## src/rtl/vga_fetch_pkg.sv

```systemverilog
// Shared widths and FSM encoding for the VGA CSR scanline prefetch engine.
package vga_fetch_pkg;
  localparam int ADR_W = 17;
  localparam int DAT_W = 16;
  localparam int LEN_W = 10;

  typedef enum logic [1:0] {
    IDLE  = 2'd0,
    FETCH = 2'd1,
    DRAIN = 2'd2
  } fetch_state_t;
endpackage

```

## src/rtl/vga_fetch_fifo.sv

```systemverilog
// Show-ahead synchronous FIFO; head word is visible on dout_o whenever not empty.
module vga_fetch_fifo #(
  parameter int DEPTH = 8,
  parameter int WIDTH = 16
) (
  input  logic                     clk_i,
  input  logic                     rst_i,
  input  logic                     push_i,
  input  logic [WIDTH-1:0]         din_i,
  input  logic                     pop_i,
  output logic [WIDTH-1:0]         dout_o,
  output logic [$clog2(DEPTH):0]   count_o,
  output logic                     empty_o,
  output logic                     full_o
);
  localparam int AW = $clog2(DEPTH);

  logic [WIDTH-1:0] r_mem [DEPTH];
  logic [AW-1:0]    r_wp, r_rp;
  logic [AW:0]      r_cnt;
  logic             w_pop;

  assign w_pop = pop_i & ~empty_o;

  always_ff @(posedge clk_i) begin
    if (push_i) r_mem[r_wp] <= din_i;
  end

  always_ff @(posedge clk_i or negedge rst_i) begin
    if (!rst_i) begin
      r_wp  <= '0;
      r_rp  <= '0;
      r_cnt <= '0;
    end else begin
      if (push_i) r_wp <= r_wp + AW'(1);
      if (w_pop)  r_rp <= r_rp + AW'(1);
      case ({push_i, w_pop})
        2'b10:   r_cnt <= r_cnt + (AW+1)'(1);
        2'b01:   r_cnt <= r_cnt - (AW+1)'(1);
        default: r_cnt <= r_cnt;
      endcase
    end
  end

  assign count_o = r_cnt;
  assign empty_o = (r_cnt == '0);
  assign full_o  = (r_cnt == (AW+1)'(DEPTH));
  // Storage is not reset, so the head is masked to keep stale words off the port.
  assign dout_o  = empty_o ? '0 : r_mem[r_rp];
endmodule

```

## src/rtl/vga_csr_fetch.sv

```systemverilog
// Scanline prefetch: credit-limited burst of CSR word reads, fixed-latency
// capture into a show-ahead FIFO drained by the pixel serializer.
module vga_csr_fetch
  import vga_fetch_pkg::*;
#(
  parameter int FIFO_DEPTH = 8,
  parameter int RD_LAT     = 2
) (
  input  logic             clk_i,
  input  logic             rst_i,
  input  logic             start_i,
  input  logic [ADR_W-1:0] base_adr_i,
  input  logic [LEN_W-1:0] len_i,
  output logic             busy_o,
  output logic             done_o,
  output logic [ADR_W-1:0] csr_adr_o,
  output logic             csr_stb_o,
  input  logic [DAT_W-1:0] csr_dat_i,
  output logic [DAT_W-1:0] pix_dat_o,
  output logic             pix_valid_o,
  input  logic             pix_ready_i
);
  localparam int CW = $clog2(FIFO_DEPTH) + 1;
  localparam int SW = 16;
  localparam logic [RD_LAT-1:0] TAIL = RD_LAT'(1) << (RD_LAT - 1);

  fetch_state_t      r_state;
  logic [ADR_W-1:0]  r_adr;
  logic [LEN_W-1:0]  r_len, r_cnt;
  logic              r_stb, r_busy, r_done;
  logic [RD_LAT-1:0] r_vld;

  logic [CW-1:0] w_count;
  logic          w_empty, w_full, w_push, w_pop;
  logic          w_want, w_credit, w_issue, w_last;
  logic [SW-1:0] w_infl, w_need;

  assign w_push      = r_vld[RD_LAT-1];
  assign pix_valid_o = ~w_empty;
  assign w_pop       = pix_valid_o & pix_ready_i;

  always_comb begin
    w_infl = '0;
    for (int i = 0; i < RD_LAT; i++) w_infl = w_infl + SW'(r_vld[i]);
  end

  // Occupancy as seen next cycle (buffered + in flight incl. current strobe, less
  // this cycle's pop) plus the strobe being decided must fit in the FIFO.
  assign w_need   = SW'(w_count) + w_infl + SW'(r_stb) + SW'(1) - SW'(w_pop);
  assign w_credit = (w_need <= SW'(FIFO_DEPTH)) && !(w_full && !w_pop);
  assign w_want   = ((r_state == IDLE) && start_i && (len_i != '0)) ||
                    ((r_state == FETCH) && (r_cnt != r_len));
  assign w_issue  = w_want && w_credit;
  // Only the tail (pushing this edge) may remain, so done lands right after the last push.
  assign w_last   = ((r_vld & ~TAIL) == '0) && !r_stb;

  always_ff @(posedge clk_i or negedge rst_i) begin
    if (!rst_i) begin
      r_state <= IDLE;
      r_adr   <= '0;
      r_len   <= '0;
      r_cnt   <= '0;
      r_stb   <= 1'b0;
      r_busy  <= 1'b0;
      r_done  <= 1'b0;
      r_vld   <= '0;
    end else begin
      r_stb  <= w_issue;
      r_done <= 1'b0;
      r_vld  <= (r_vld << 1) | RD_LAT'(r_stb);
      if (r_stb) r_adr <= r_adr + ADR_W'(1);
      case (r_state)
        IDLE: if (start_i) begin
          r_adr   <= base_adr_i;
          r_len   <= len_i;
          r_cnt   <= LEN_W'(w_issue);
          r_busy  <= 1'b1;
          r_state <= (len_i == '0) ? DRAIN : FETCH;
        end
        FETCH: begin
          r_cnt <= r_cnt + LEN_W'(w_issue);
          if (r_cnt == r_len) r_state <= DRAIN;
        end
        DRAIN: if (w_last) begin
          r_done  <= 1'b1;
          r_busy  <= 1'b0;
          r_state <= IDLE;
        end
        default: r_state <= IDLE;
      endcase
    end
  end

  vga_fetch_fifo #(.DEPTH(FIFO_DEPTH), .WIDTH(DAT_W)) u_fifo (
    .clk_i   (clk_i),
    .rst_i   (rst_i),
    .push_i  (w_push),
    .din_i   (csr_dat_i),
    .pop_i   (w_pop),
    .dout_o  (pix_dat_o),
    .count_o (w_count),
    .empty_o (w_empty),
    .full_o  (w_full)
  );

  assign busy_o    = r_busy;
  assign done_o    = r_done;
  assign csr_adr_o = r_adr;
  assign csr_stb_o = r_stb;
endmodule

```

## config.mk

```make
export PLATFORM = sky130hd
export DESIGN_NAME = vga_csr_fetch
export DESIGN_NICKNAME = d
export VERILOG_FILES = /design/src/rtl/vga_fetch_pkg.sv /design/src/rtl/vga_fetch_fifo.sv /design/src/rtl/vga_csr_fetch.sv
export SDC_FILE = /design/constraint.sdc
export NUM_CORES = 1
export LEC_CHECK = 0
export ABC_AREA = 1
export ABC_CLOCK_PERIOD_IN_PS = 4800
export BUFFER_PORTS_ARGS = -buffer_cell sky130_fd_sc_hd__buf_4
export CAP_MARGIN = 5
export CORE_UTILIZATION = 40
export CTS_CLUSTER_DIAMETER = 100
export DETAILED_ROUTE_END_ITERATION = 10
export GPL_TIMING_DRIVEN = 0
export HOLD_SLACK_MARGIN = 0.03
export PLACE_DENSITY = 0.66
export SKIP_LAST_GASP = 1
export SYNTH_ARGS = -nofsm -noshare
export SYNTH_HDL_FRONTEND = slang
export SYNTH_SLANG_ARGS = --single-unit
```

## constraint.sdc

```tcl
create_clock -name clk_i -period 4.8 [get_ports clk_i]
set_input_delay 0.72 -clock clk_i [delete_from_list [all_inputs] [get_ports clk_i]]
set_output_delay 0.72 -clock clk_i [all_outputs]
set_load 0.03 [all_outputs]
```

==> results of run 1 <==
flip-flops by register name, indices dropped and copies added (netlist names):
signal / count
csr_stb_o: 1
u_fifo.r_mem: 128
done_o: 1
busy_o: 1
u_fifo.r_rp: 3
csr_adr_o: 17
r_cnt: 10
u_fifo.count_o: 4
r_len: 10
r_state: 2
u_fifo.r_wp: 3
r_vld: 2
repair_timing:
| action | in CTS | in global routing |
|---|---|---|
| buffers inserted | 0 | 3 |
| resized for setup | 0 | 9 |
| setup endpoints to repair | 0 | 5 |
logic make-up (layout without fill, tap and decap cells):
logic type	Yosys count	after routing
buffers and inverters	87	212
adder cells (fa/ha/maj)	18	18
flip-flops	182	182
AND/OR/NAND/NOR	281	281
AO/OA/AOI/OAI	161	161
XOR/XNOR	23	23
cells in the final DEF (no fill, tap or decap), drive strengths merged, types with 4 or more instances in the layout:
cell type / Yosys / final
a21oi: 12 / 12
a31oi: 17 / 17
buf: 18 / 111
clkbuf: 14 / 31
clkinv: 0 / 6
dfrtp: 54 / 54
edfxtp: 128 / 128
fa: 4 / 4
ha: 14 / 14
inv: 55 / 62
nand2: 110 / 110
nand3: 18 / 18
nand4: 6 / 6
nor2: 135 / 135
nor3: 7 / 7
o21ai: 109 / 109
o22ai: 19 / 19
or2: 4 / 4
xnor2: 8 / 8
xor2: 15 / 15
per-layer routing:
metal	GRT usage, %	share of wire, %
met1	25.5	44
met2	30.5	46
met3	5.93	8.2
met4	5.10	1.2
met5	0	0
worst max-delay path by stage:
stage | cells past startpoint | from | end | slack, ns
finish | 24 | u_fifo.count_o[2]$_DFFE_PN0P_ | r_cnt[8]$_DFFE_PN0P_ | 0.35
global route | 24 | u_fifo.count_o[2]$_DFFE_PN0P_ | r_cnt[8]$_DFFE_PN0P_ | -0.003
CTS | 24 | u_fifo.count_o[2]$_DFFE_PN0P_ | r_cnt[8]$_DFFE_PN0P_ | 0.06
detailed placement | 24 | u_fifo.count_o[2]$_DFFE_PN0P_ | r_cnt[8]$_DFFE_PN0P_ | 0.10
global placement | 24 | u_fifo.count_o[2]$_DFFE_PN0P_ | r_cnt[8]$_DFFE_PN0P_ | 0.13
floorplan | 24 | u_fifo.count_o[2]$_DFFE_PN0P_ | r_cnt[8]$_DFFE_PN0P_ | 0.71
power by group through the flow:
stage	clock, mW	sequential, mW	combinational, mW
final	1.35	2.13	2.69
after global placement	0	2.15	2.60
after floorplan	0	2.27	1.60
after global routing	1.42	2.16	2.98
after detailed placement	0	2.15	2.64
after CTS	1.37	2.13	2.66
area by class of cell:
cell class | instances | area (µm²)
repair buffers | 93 | 739
inverters | 55 | 206
fillers | 1785 | 9850
plain buffers | 32 | 169
well taps | 265 | 332
flip-flops and latches | 182 | 5200
multi-input cells | 483 | 2520
clock inverters | 15 | 143
clock buffers | 17 | 425
critical path: stages (launching register included):
cell	delay, ns
dfrtp_2	0.44
inv_2	0.10
ha_1	0.19
nand3_4	0.15
nand2_2	0.14
inv_1	0.11
fa_1	0.48
fa_1	0.42
fa_2	0.37
o21ai_1	0.16
xor2_1	0.16
nand2_1	0.08
a21oi_2	0.14
and2_1	0.17
ha_1	0.18
ha_1	0.18
nand2_1	0.06
inv_1	0.07
nand2_1	0.07
nor2_2	0.14
nand3_1	0.13
nor3_2	0.23
buf_4	0.14
o21ai_0	0.06
inv_1	0.05
through the flow:
stage	std cells	setup slack, ns	setup TNS, ns
3_5_place_dp	1107	0.105	0
3_3_place_gp	1100	0.128	0
6_report	1142	0.345	0
5_1_grt	1142	-0.00311	-0.00311
2_1_floorplan	752	0.708	0
4_1_cts	1139	0.0622	0
==> flow_summary.yaml, run 1 <==
place:
  gp_congestion: 0.802
  dp_hpwl_um: 12800
  numPortBuffers: 83
  postPlaceCellArea_mm2: 0.00913
synthesis:
  synthMuxAreaShare_pct: 0
  synth-compound-area-share_pct: 10.7
  synth_nets: 817
  yosysMostFrequentCell: "nor2_1"
  synth_top_family_by_area: "simple AND/OR/NAND/NOR gates"
  synth_xor_area_share_pct: 2.50
  ys_async_sr_fraction_pct: 29.7
  synth_commonest_cells: "nor2_1 (133), edfxtp_1 (128), nand2_1 (108), o21ai_0 (106), dfrtp_1 (54)"
  yosys.area_share.adder_pct: 3.17
  yosys.area_share.simple_pct: 14.5
  synth_ff_type: "edfxtp_1"
  synth_top_cell_by_area: "edfxtp_1"
  syn_area_mm2: 0.00806
  ys_ff_latch: 182
  synthCells: 752
  avgSynthCellArea_um2: 10.7
  seq_area_frac_synth_pct: 64.5
  synth.area.top_cells: "edfxtp_1 (48%), dfrtp_1 (17%), o21ai_0 (6.6%), nor2_1 (6.2%), nand2_1 (5.0%)"
  synth-edff-count: 128
  netlist.area_leader.share_pct: 47.7
  ys.warnings.count: 0
  synthDistinctLibCells: 37
pwr:
  powerDensity_mw_per_mm2: 633
  peakVddDrop_mv: 0.328
  p_total_mw: 6.17
  p_int_mw: 3.55
  power_frac_clock_pct: 21.9
  switchingPower_mw: 2.62
  swShare_pct: 42.5
  power.leakage_nw: 3.88
  combPwrFrac_pct: 43.6
  power_frac_seq_pct: 34.5
setup_path:
  cp-start-kind: "register"
  worstPathArrival_ns: 4.84
  r2r_start: "u_fifo.count_o[2]$_DFFE_PN0P_"
  path_class: "reg -> reg"
  r2r-end: "r_cnt[8]$_DFFE_PN0P_"
  cp-end-kind: "register"
  reg2reg_depth: 24
  regToRegSetupSlack_ns: 0.35
  crit_path_max_fanout: 9
  required_ns: 5.18
hold_path:
  hp-class: "in -> async"
global_routing:
  grt_pass1_vias: 5385
  grt_usage_pct: 19.2
  grt_remaining_overflow: 0
  antenna_found_initial: 0
  grt_start_max_net_pins: 55
  grt_pass1_wl_um: 29200
floorplanning:
  design.die.area_mm2: 0.0207
  fp.dieW_um: 144
  die_h_um: 144
  core-area_mm2: 0.0196
  row_count: 51
  start_util_pct: 41.1
  boundaryPins: 84
cells_and_area:
  final_nets: 929
  drive_gt1_share_pct: 19.8
  post-route-util_pct: 49.7
  n_antenna_cell: 0
  syn_to_final_growth_pct: 20.8
  final_area_mm2: 0.00974
clock_tree:
  clock_latency_ns: 0.43
  cts_hold_buffers: 0
  cts_buffers: 17
  clock-sinks: 182
  clkSlewWorstSetupHoldPaths_ns: 0.07
  cts_root_buf: "clkbuf_16"
  cts_tree: "built"
  cts_max_path_buffers: 2
  htree_levels: 4
route:
  drt_first_iter_violations: 439
  antenna_left: 0
  wl_per_cell_um: 16.5
  route.detailed.drc: 0
  vias: 5741
  first_pass_iters: 5
  vias_per_cell: 5.03
  drt_wl_total_um: 18900
sta:
  skew_ns: 0.0115
  final-hold-violation-count: 0
  relSlewSlack_pct: 37.1
  setup_violations: 0
  hold_ws_ns: 0.317
  drv_slew: 0
  fin_crit_sh_pct: 92.8
  worst_pin_slew_ns: 0.942
  max_freq_ghz: 0.224
  min_period_ns: 4.45
flow_run:
  maxCapViolations: 0
run_status:
  status: "complete, no violations"
No activity file was read; power rests on OpenSTA's default activity.
==> run 2, diff against run 1 <==
Settings changed: MAX_ROUTING_LAYER set to met4.
==> run 2 against run 1 <==
Compared with the run above:
- first-iteration DRC count up 3.2%
- critical path type unchanged
- clock-buffer cell count unchanged
- global-route usage rose by 0.66 points
- highest routed layer unchanged
- hold slack better by 0.011 ns
- die area unchanged
==> flow_summary.yaml, run 2 (synthesis gave the netlist of run 1 again) <==
pwr:
  power_frac_seq_pct: 34.5
  power_frac_clock_pct: 21.9
  p_int_mw: 3.55
  peakVddDrop_mv: 0.328
  switchingPower_mw: 2.62
  combPwrFrac_pct: 43.6
  powerDensity_mw_per_mm2: 634
  power.leakage_nw: 3.88
  p_total_mw: 6.17
  swShare_pct: 42.5
sta:
  skew_ns: 0.0132
  fin_crit_sh_pct: 92.9
  setup_violations: 0
  worst_slack_ns: 0.342
  relSlewSlack_pct: 35.9
  worst_pin_slew_ns: 0.960
  final-hold-violation-count: 0
  drv_slew: 0
  min_period_ns: 4.46
  max_freq_ghz: 0.224
global_routing:
  grt.met3_usage_pct: 5.50
  global_route.usage.met2_pct: 30.4
  grt_pass1_wl_um: 29200
  antenna_found_initial: 0
  grt_usage_pct: 19.9
  grt_remaining_overflow: 0
  grt_pass1_vias: 5388
  grt_start_max_net_pins: 55
  grt_util_met1_pct: 26.0
  grt_busiest_layer: "met2"
route:
  first_pass_iters: 5
  vias: 5727
  drt_first_iter_violations: 453
  route.detailed.drc: 0
  antenna_left: 0
  wl_per_cell_um: 16.5
  drt_wl_total_um: 18800
  vias_per_cell: 5.01
cells_and_area:
  largest_reg_flops: 128
  largest_register: "u_fifo.r_mem"
  syn_to_final_growth_pct: 20.8
  final_cell_mix: "edfxtp_1 (128), nor2_1 (125), nand2_1 (107), o21ai_0 (105), buf_4 (92)"
  drive_gt1_share_pct: 19.8
  n_antenna_cell: 0
  final_common_cell: "edfxtp_1"
  final_nets: 929
  fill_cells: 1785
clock_tree:
  cts_buffers: 17
  clkSlewWorstSetupHoldPaths_ns: 0.08
  cts_tree: "built"
  htree_levels: 4
  clock-sinks: 182
  cts_root_buf: "clkbuf_16"
  clock_latency_ns: 0.44
  cts_max_path_buffers: 2
setup_path:
  cp-end-kind: "register"
  path_class: "reg -> reg"
  cp-start-kind: "register"
  worstPathArrival_ns: 4.84
  required_ns: 5.18
  crit_path_max_fanout: 9
floorplanning:
  design.die.area_mm2: 0.0207
  fp.dieW_um: 144
  start_util_pct: 41.1
  boundaryPins: 84
  row_count: 51
  die_h_um: 144
  core-area_mm2: 0.0196
place:
  post-place-ws_ns: 0.105
  numPortBuffers: 83
  gp_congestion: 0.813
  dp_hpwl_um: 12800
run_status:
  status: "complete, no violations"
hold_path:
  hp-class: "in -> async"
flow_run:
  maxCapViolations: 0
run 2: cell counts in the layout (fill, tap and decap cells not counted):
No cell type changed its count.
run 2: routing by layer:
layer | part of all wire (%) | vias to the layer above | wire length (µm)
met2 | 46 | 203 | 8730
li1 | - | 2797 | -
met5 | 0 | - | 0
met3 | 8.5 | 16 | 1600
met1 | 44 | 2711 | 8290
met4 | 1.2 | 0 | 227
run 2: layout make-up:
type	count	area (µm²)	share of cell area, %
well taps	265	332	3.41
inverters	55	206	2.12
clock inverters	15	143	1.47
multi-input cells	483	2520	25.9
plain buffers	32	169	1.73
clock buffers	17	425	4.37
flip-flops and latches	182	5200	53.4
repair buffers	93	739	7.60
run 2: worst paths after layout:
kind	from	end	slack (ns)	cells past startpoint
worst min register to register	r_vld[0]$_DFF_PN0_	r_vld[1]$_DFF_PN0_	0.41	0
min in group clk_i	r_vld[0]$_DFF_PN0_	r_vld[1]$_DFF_PN0_	0.41	0
worst min-delay path	rst_i	r_len[8]$_DFFE_PN0P_	0.33	1
max in group asynchronous	rst_i	u_fifo.count_o[2]$_DFFE_PN0P_	3.96	1
worst max register to register	u_fifo.count_o[2]$_DFFE_PN0P_	r_cnt[8]$_DFFE_PN0P_	0.34	24
worst max-delay path	u_fifo.count_o[2]$_DFFE_PN0P_	r_cnt[8]$_DFFE_PN0P_	0.34	24
run 2: what timing repair did:
action                     in CTS  in global routing
buffers inserted                0                  3
hold buffers                    0                  0
setup endpoints to repair       0                  5
gates resized for setup         0                  9
hold endpoints to repair        0                  0
run 2: power groups by stage:
stage          clock [mW]  sequential (mW)  combinational, mW
6_report             1.35             2.13               2.69
4_1_cts              1.37             2.13               2.66
2_1_floorplan           0             2.27               1.60
3_3_place_gp            0             2.15               2.60
3_5_place_dp            0             2.15               2.64
5_1_grt              1.43             2.16               2.97
run 2: stage by stage:
| step | hold WS (ns) | util, % | TNS (ns) | instance area, µm² | instances |
|---|---|---|---|---|---|
| floorplan | 0.375 | - | 0 | 8060 | 752 |
| global placement | 0.384 | 46.0 | 0 | 9010 | 1100 |
| detailed placement | 0.394 | 46.6 | 0 | 9130 | 1107 |
| CTS | 0.347 | 49.5 | 0 | 9690 | 1139 |
| global route | 0.384 | 49.7 | -0.00194 | 9740 | 1142 |
| finish | 0.328 | 49.7 | 0 | 9740 | 1142 |
run 2: worst max-delay path, stage by stage (launching register included):
cell,delay (ns)
dfrtp_2,0.44
inv_2,0.10
ha_1,0.19
nand3_4,0.16
nand2_2,0.14
inv_1,0.11
fa_1,0.48
fa_1,0.42
fa_2,0.37
o21ai_1,0.16
xor2_1,0.16
nand2_1,0.08
a21oi_2,0.14
and2_1,0.17
ha_1,0.18
ha_1,0.18
nand2_1,0.06
inv_1,0.07
nand2_1,0.07
nor2_2,0.14
nand3_1,0.13
nor3_2,0.23
buf_4,0.14
o21ai_0,0.06
inv_1,0.05
==> run 3, diff against run 2 <==
Settings changed: CORE_MARGIN set to 1.5, SKIP_LAST_GASP 1 to unset.
==> run 3 against run 2 <==
Compared with the run above:
- hold slack got worse by 0.010 ns
- combinational power about the same
- clock skew about the same
- critical endpoint unchanged
- clock-buffer cell count unchanged
- clock power grew 9%
- die area rose by 1.4%
- final area rose by 0.58%
- critical path depth is the same
- first-iteration DRC count increased by 9.3%
- routed wire length up 1.6%
==> flow_summary.yaml, run 3 (synthesis gave the netlist of run 1 again) <==
setup_path:
  crit_path_max_fanout: 7
  cp_cell_sequence: "inv_2, ha_1, nand3_4, nand2_4, inv_1, fa_1, fa_1, fa_1, o21ai_1, xor2_1, nand2_1, a21oi_1, and2_1, ha_1, ha_1, nand2_1, inv_1, nand2_1, nor2_2, nand3_1, nor3_2, nand2_1, o21ai_0, inv_1"
  worstPathArrival_ns: 4.69
  crit_cells: 24
  cp_slowest_stage_delay_ns: 0.48
  cp-end-kind: "register"
  cp-start-kind: "register"
  reg2reg_depth: 24
  slowest_stage: "fa_1"
  critPathMostFrequentCell: "nand2_1"
  critical-path-top-delay-family: "adder cells"
  required_ns: 5.13
  path_class: "reg -> reg"
  critPathBufInv: 4
clock_tree:
  cts_tree: "built"
  cts_buffers: 17
  clock_latency_ns: 0.43
  clkSlewWorstSetupHoldPaths_ns: 0.08
  cts_max_path_buffers: 2
  clock-sinks: 182
  cts_root_buf: "clkbuf_16"
  htree_levels: 4
sta:
  drv_slew: 0
  fin_crit_sh_pct: 90.7
  relSlewSlack_pct: 47.6
  skew_ns: 0.0130
  max_freq_ghz: 0.230
  rsz0062_at_grt: "false"
  setup_violations: 0
  min_period_ns: 4.35
  worst_slack_ns: 0.445
  worst_pin_slew_ns: 0.787
  final-hold-violation-count: 0
  tns_ns: 0
floorplanning:
  boundaryPins: 84
  design.die.area_mm2: 0.0210
  core-area_mm2: 0.0196
  start_util_pct: 41.1
  row_count: 51
  fp.dieW_um: 145
  die_h_um: 145
cells_and_area:
  n_antenna_cell: 0
  final_nets: 928
  final_cell_mix: "edfxtp_1 (128), nor2_1 (125), nand2_1 (107), o21ai_0 (105), buf_4 (90)"
  syn_to_final_growth_pct: 21.5
  drive_gt1_share_pct: 19.5
  fill_cells: 1729
  seqCellArea_mm2: 0.00520
  final_area_mm2: 0.00979
  final_common_cell: "edfxtp_1"
  largest_register: "u_fifo.r_mem"
  largest_reg_flops: 128
  multi_input_area_mm2: 0.00252
  fin_cells: 1141
global_routing:
  grt_start_max_net_pins: 55
  grt_pass1_wl_um: 29900
  grt_remaining_overflow: 0
  grt_usage_pct: 19.1
  antenna_found_initial: 0
  grt_pass1_vias: 5445
place:
  gp_congestion: 0.784
  postPlaceCellArea_mm2: 0.00913
  dp_cells: 1108
  dp_hpwl_um: 13200
  numPortBuffers: 83
  post-place-ws_ns: 0.0420
route:
  vias_per_cell: 5.01
  vias: 5713
  first_pass_iters: 5
  wl_per_cell_um: 16.8
  drt_wl_total_um: 19200
  route.detailed.drc: 0
  drt_first_iter_violations: 495
  antenna_left: 0
pwr:
  power.leakage_nw: 3.92
  powerDensity_mw_per_mm2: 642
  peakVddDrop_mv: 0.332
flow_run:
  maxCapViolations: 0
run_status:
  status: "complete, no violations"
hold_path:
  hp-class: "in -> async"
## run 3: cell types whose count changed in the layout (fill, tap and decap cells not counted), sizes merged
| cell | previous run | this run |
|---|---|---|
| clkinvlp | 2 | 0 |
| clkinv | 6 | 5 |
| inv | 62 | 64 |
| buf | 111 | 110 |
| bufinv | 0 | 1 |
## run 3: area by class of cell
cell class	instances	area share, %
multi-input cells	483	25.8
flip-flops and latches	182	53.1
inverters	55	2.11
repair buffers	92	7.44
clock inverters	15	2.17
well taps	265	3.39
plain buffers	32	1.73
clock buffers	17	4.34
## run 3: final timing paths
path                                               startpoint                       endpoint  slack [ns]
worst max-delay path            u_fifo.count_o[2]$_DFFE_PN0P_           r_cnt[8]$_DFFE_PN0P_        0.45
worst min-delay path                                    rst_i           r_len[6]$_DFFE_PN0P_        0.32
worst max register to register  u_fifo.count_o[2]$_DFFE_PN0P_           r_cnt[8]$_DFFE_PN0P_        0.45
worst min register to register             r_vld[0]$_DFF_PN0_             r_vld[1]$_DFF_PN0_        0.42
max in group asynchronous                               rst_i  u_fifo.count_o[2]$_DFFE_PN0P_        3.94
min in group clk_i                         r_vld[0]$_DFF_PN0_             r_vld[1]$_DFF_PN0_        0.42
## run 3: per-stage QoR
| stage | hold WS, ns | util (%) | total power [mW] |
|---|---|---|---|
| after CTS | 0.350 | 49.9 | 6.29 |
| after global routing | 0.372 | 50.0 | 6.66 |
| after detailed placement | 0.399 | 46.6 | 4.82 |
| after floorplan | 0.375 | - | 3.86 |
| final | 0.318 | 50.0 | 6.28 |
| after global placement | 0.386 | 46.0 | 4.76 |
## run 3: timing repair
item,CTS,global route
buffers inserted,0,1
hold buffers,0,0
resized for setup,0,7
endpoints found under the setup margin,0,5
## run 3: report_power, final
group          leakage, nW  switching [mW]  internal (mW)
Clock                0.311           0.698          0.770
Combinational         1.78            1.78          0.916
Sequential            1.83           0.191           1.93
## run 3: metal layers
| layer | wire [µm] | track usage (%) |
|---|---|---|
| met1 | 8770 | 25.2 |
| met2 | 9010 | 30.0 |
| met3 | 1150 | 4.59 |
| met4 | 230 | 4.64 |
| met5 | 0 | - |
